`config.mk`:
```
export PLATFORM = sky130hd
export DESIGN_NAME = bp_profiler_sampler
export DESIGN_NICKNAME = d
export VERILOG_FILES = /design/src/rtl/bp_profiler_sampler.sv
export SDC_FILE = /design/constraint.sdc
export NUM_CORES = 2
export LEC_CHECK = 0
export ABC_AREA = 1
export BUFFER_PORTS_ARGS = -buffer_cell sky130_fd_sc_hd__buf_2
export CORE_AREA = 5 5 731 733
export DETAILED_ROUTE_END_ITERATION = 7
export DIE_AREA = 0 0 736 738
export GPL_TIMING_DRIVEN = 0
export PLACE_DENSITY_LB_ADDON = 0.25
export SYNTH_ARGS = -nofsm -noshare
export SYNTH_HDL_FRONTEND = slang
export SYNTH_SLANG_ARGS = --single-unit
```
`constraint.sdc`:
```
create_clock -name clk_i -period 184.9 [get_ports clk_i]
set_clock_uncertainty 0.05 [all_clocks]
set_input_delay 18.49 -clock clk_i [delete_from_list [all_inputs] [get_ports clk_i]]
set_output_delay 18.49 -clock clk_i [all_outputs]
set_load 0.02 [all_outputs]
```
`src/rtl/bp_profiler_sampler.sv`:
```
// Run-control and readout sequencer for the core stall/event counter bank.
// Clears and enables the bank, snapshots all counters into a shadow register
// (periodically or on stop) and streams the snapshot one word per handshake.
module bp_profiler_sampler #(
    parameter int unsigned width_p          = 32,
    parameter int unsigned els_p            = 56,
    parameter int unsigned interval_width_p = 32,
    parameter int unsigned seq_width_p      = 16
) (
    input  logic                        clk_i,
    input  logic                        aresetn_i,
    input  logic                        start_i,
    input  logic                        stop_i,
    input  logic [interval_width_p-1:0] interval_i,
    input  logic [els_p*width_p-1:0]    counters_i,
    output logic                        en_o,
    output logic                        clear_o,
    output logic                        v_o,
    input  logic                        ready_i,
    output logic [width_p-1:0]          data_o,
    output logic [$clog2(els_p)-1:0]    idx_o,
    output logic                        last_o,
    output logic [seq_width_p-1:0]      seq_o,
    output logic                        busy_o,
    output logic                        overrun_o
);

    localparam int unsigned idx_width_lp = $clog2(els_p);
    localparam logic [idx_width_lp-1:0] last_idx_lp = idx_width_lp'(els_p - 1);

    localparam logic [2:0] StIdle  = 3'd0;
    localparam logic [2:0] StClear = 3'd1;
    localparam logic [2:0] StRun   = 3'd2;
    localparam logic [2:0] StDrain = 3'd3;
    localparam logic [2:0] StFinal = 3'd4;

    logic [2:0]                  state_q, state_d;
    logic [interval_width_p-1:0] interval_q, interval_d;
    logic [interval_width_p-1:0] icnt_q, icnt_d;
    logic [idx_width_lp-1:0]     idx_q, idx_d;
    logic [seq_width_p-1:0]      seq_q, seq_d;
    logic                        overrun_q, overrun_d;
    logic                        stop_pending_q, stop_pending_d;
    logic [width_p-1:0]          shadow_q [els_p];

    logic capture;
    logic expire;
    logic hs;
    logic last_hs;

    // Streaming and bank-control outputs decoded from the registered state
    always_comb begin
        v_o       = (state_q == StDrain) || (state_q == StFinal);
        clear_o   = (state_q == StClear);
        // A pending stop freezes the bank while the current snapshot drains
        en_o      = (state_q == StRun) || ((state_q == StDrain) && !stop_pending_q);
        busy_o    = (state_q != StIdle);
        data_o    = v_o ? shadow_q[idx_q] : '0;
        idx_o     = idx_q;
        last_o    = v_o && (idx_q == last_idx_lp);
        seq_o     = seq_q;
        overrun_o = overrun_q;
    end

    // Next-state logic for the run/readout sequencer
    always_comb begin
        state_d        = state_q;
        interval_d     = interval_q;
        icnt_d         = icnt_q;
        idx_d          = idx_q;
        seq_d          = seq_q;
        overrun_d      = overrun_q;
        stop_pending_d = stop_pending_q;
        capture        = 1'b0;

        expire  = (interval_q != '0) && (icnt_q == interval_q - interval_width_p'(1));
        hs      = v_o && ready_i;
        last_hs = hs && (idx_q == last_idx_lp);

        // Word index advances on every handshake; a completed snapshot bumps seq
        if (hs) begin
            if (idx_q == last_idx_lp) begin
                idx_d = '0;
                seq_d = seq_q + seq_width_p'(1);
            end else begin
                idx_d = idx_q + idx_width_lp'(1);
            end
        end

        case (state_q)
            StIdle: begin
                if (start_i && !stop_i) begin
                    state_d        = StClear;
                    interval_d     = interval_i;
                    icnt_d         = '0;
                    idx_d          = '0;
                    seq_d          = '0;
                    overrun_d      = 1'b0;
                    stop_pending_d = 1'b0;
                end
            end
            StClear: begin
                state_d = StRun;
                icnt_d  = '0;
            end
            StRun: begin
                // Stop outranks a coincident interval expiry: single final snapshot
                if (stop_i) begin
                    capture = 1'b1;
                    state_d = StFinal;
                end else if (expire) begin
                    capture = 1'b1;
                    icnt_d  = '0;
                    state_d = StDrain;
                end else begin
                    icnt_d = icnt_q + interval_width_p'(1);
                end
            end
            StDrain: begin
                // Interval keeps ticking while draining; an expiry here is a dropped sample
                if (!stop_pending_q) begin
                    if (expire) begin
                        overrun_d = 1'b1;
                        icnt_d    = '0;
                    end else begin
                        icnt_d = icnt_q + interval_width_p'(1);
                    end
                end
                if (stop_i) begin
                    stop_pending_d = 1'b1;
                end
                if (last_hs) begin
                    if (stop_pending_q || stop_i) begin
                        capture = 1'b1;
                        state_d = StFinal;
                    end else begin
                        state_d = StRun;
                    end
                end
            end
            StFinal: begin
                if (last_hs) begin
                    state_d        = StIdle;
                    stop_pending_d = 1'b0;
                end
            end
            default: state_d = StIdle;
        endcase
    end

    // Control state with asynchronous reset
    always_ff @(posedge clk_i or negedge aresetn_i) begin
        if (!aresetn_i) begin
            state_q        <= StIdle;
            interval_q     <= '0;
            icnt_q         <= '0;
            idx_q          <= '0;
            seq_q          <= '0;
            overrun_q      <= 1'b0;
            stop_pending_q <= 1'b0;
        end else begin
            state_q        <= state_d;
            interval_q     <= interval_d;
            icnt_q         <= icnt_d;
            idx_q          <= idx_d;
            seq_q          <= seq_d;
            overrun_q      <= overrun_d;
            stop_pending_q <= stop_pending_d;
        end
    end

    // Shadow snapshot of the live counters; only read while v_o is high
    always_ff @(posedge clk_i) begin
        if (capture) begin
            for (int k = 0; k < int'(els_p); k++) begin
                shadow_q[k] <= counters_i[k*width_p +: width_p];
            end
        end
    end

endmodule

```
==> impl_metrics.toml <==
[setup_path]
critPathLaunchType = "flop"
end_kind = "output pin"
crit_top_cell = "buf_2"
crit_required_ns = 166.36
path_cells = "buf_2, inv_1, buf_2, buf_2, clkbuf_1, o21ai_0, o22ai_1, o211ai_1, nand3_1, nand3_1, a21oi_1, buf_2"
crit_type = "flop to output pin"
crit_slowest_cell = "clkbuf_1"
reg2reg_depth = 23
crit_fanout = 10
cp.arrival_ns = 7.95
cp_slowest_stage_delay_ns = 0.98

[flow_run]
maxCapViolCount = 9

[floorplan]
die_area_um2 = 543200
start_util_pct = 14.37
die_x_um = 736
core_area_um2 = 527200
fp.dieH_um = 738
rows = 267
ios = 1889

[routing]
vias = 65865
via_per_inst = 4.231
wl_per_cell_um = 40.10
firstDrtPassIters = 8
dr.first_iter.drc_count = 7999
drt_wl_total_um = 624200
ant_nets = 0
drc = 0

[cells_and_area]
multiInputGateArea_um2 = 17690
final_core_util_pct = 20.08
area_delta_synth_final_pct = 39.75
layout-drive-gt1-share_pct = 31.68
fillers = 57811
regArea_um2 = 56090
final_nets = 9959

[clock_network]
htreeDepth = 4
postCtsHoldBufs = 0
cts_sinks = 1883
cts_made_buffers = 242
path_clk_slew_ns = 0.06
clk_latency_ns = 0.93
clk_path_buf_depth = 4
cts_tree = "built"
cts-root-buf = "clkbuf_16"
cts-resized-gates = 0
cts_setup_buffers = 0

[sta]
fmax_mhz = 37.74
period_share_pct = 14.33
period_needed_ns = 26.50
tightestPinTransition_ns = 1.670
timing.final.ws_setup_ns = 158.41
setup_tns_ns = 0
setup_viol = 0
final_hold_viol_count = 0
grt_setup_unrepaired = "false"
relSlewSlack_pct = -11.69
drv_slew = 82

[synthesis]
synth-xor-area-share_pct = 0.5782
synth-main-ff-cell = "edfxtp_1"
ys_warn_count = 0
synth_cells = 5836
synth_cell_types = 46
yosys.area.top_type_share_pct = 71.05
synth_top_family_by_area = "compound AO/OA/AOI/OAI gates"
avgSynthCellArea_um2 = 12.98
synth_fa_ha_area_share_pct = 0.06608
synth.most_common_cell = "edfxtp_1"
synth_seq_cells = 1883
async_reset_ff_share_pct = 4.833
syn-num-nets = 7669
yosys-top-cells-area = "edfxtp_1, o21ai_0, nor2_1, o221ai_1, dfrtp_1"
seq_area_frac_synth_pct = 74.05
yosys.area_share.simple_pct = 9.301
synth.area.mux_share_pct = 0
synth_compound_area_share_pct = 13.27
synth_edf_count = 1792
synth_top_area_cell = "edfxtp_1"
synthTopCellsByCount = "edfxtp_1, nor2_1, o21ai_0"
synth_area_um2 = 75740

[placement]
port_buffers = 1888
dp_hpwl_um = 513300
dpl_worst_slack_ns = 158.89
gp_congestion = 0.9185

[min_path]
hold_depth = 2
hold_path_class = "flop to flop"

[power]
ir_drop_v = 0.000009479
p_leak_nw = 37.34
cellPowerDensity_nw_per_um2 = 16.68

[global_route]
antenna_found_initial = 554
first_global_vias = 62680
gr-total-overflow = 0
grt_max_degree = 78
grt_use_total_pct = 21.92
grt_pass1_wl_um = 749900

[status]
status = "complete, but fails checks"
violations = "capacitance limit, slew limit"
[placed cells by master, fill, tap and decap left out, drive strengths merged, types with 111 or more instances in the layout]
cell	synthesis	final
nand2	413	413
diode	0	256
inv	115	130
o22ai	146	146
buf	75	2121
a21oi	122	122
edfxtp	1792	1792
clkbuf	332	630
o211ai	111	111
o21ai	925	925
nand3	220	220
o221ai	274	274
nor2	1027	1027
[metrics by stage]
stage	cell area [um^2]	instances	hold WS [ns]	power [W]
2_1_floorplan	75740	5836	0.4293	0.001239
3_3_place_gp	93940	14718	0.4346	0.001964
3_5_place_dp	97400	14872	0.4267	0.001301
4_1_cts	105200	15307	0.4414	0.001790
5_1_grt	105400	15397	0.4680	0.001826
6_report	105900	15567	0.4389	0.001766
[sequential cells by signal (all words and copies together), names as in the netlist]
| signal | cells |
|---|---|
| shadow_q | 1792 |
| icnt_q | 32 |
| interval_q | 32 |
| seq_o | 16 |
| idx_o | 6 |
| state_q | 3 |
| overrun_o | 1 |
| stop_pending_q | 1 |
[area by class of cell]
class	instances	share of cell area, %
flip-flops and latches	1883	52.99
well taps	6994	8.267
multi-input cells	3427	16.71
plain buffers	407	1.679
repair buffers	2046	11.99
diodes	256	0.6052
inverters	119	0.4220
clock buffers	298	5.948
clock inverters	137	1.388
[power by group]
part           total (W)  switching, W  internal [W]
clock           0.000482      0.000212      0.000270
sequential      0.000576     0.0000279      0.000548
combinational   0.000708      0.000559      0.000149
[critical path, delay by kind of cell (launching register included)]
family                 cells  cell delay [ns]
AOI/OAI and AO/OA          4             1.61
buffers and inverters      6             3.78
DFF                        1             0.48
and+or+nand+nor            2             1.02
[path summary, 6_finish.rpt]
check | slack [ns] | to | startpoint
setup / recovery | 158.41 | data_o[25] | idx_o[0]
hold / removal | 0.44 | overrun_o | overrun_o
setup reg to reg | 175.90 | shadow_q[16][3] | idx_o[3]
hold reg to reg | 0.44 | overrun_o | overrun_o
max in group asynchronous | 166.71 | interval_q[29] | aresetn_i
min in group asynchronous | 17.40 | idx_o[5] | aresetn_i
[routing by layer]
metal	global-route usage [%]	wire length (um)
met1	27.84	255800
met3	8.221	67300
met5	0	1382
met4	5.981	19440
met2	34.76	280300
[logic make-up after synthesis]
kind of cell,after synthesis
compound gates,1646
buf+inv,526
fa+ha+maj,4
xor+xnor,50
flops,1883
simple gates,1727
No activity file was read; power rests on OpenSTA's default activity.
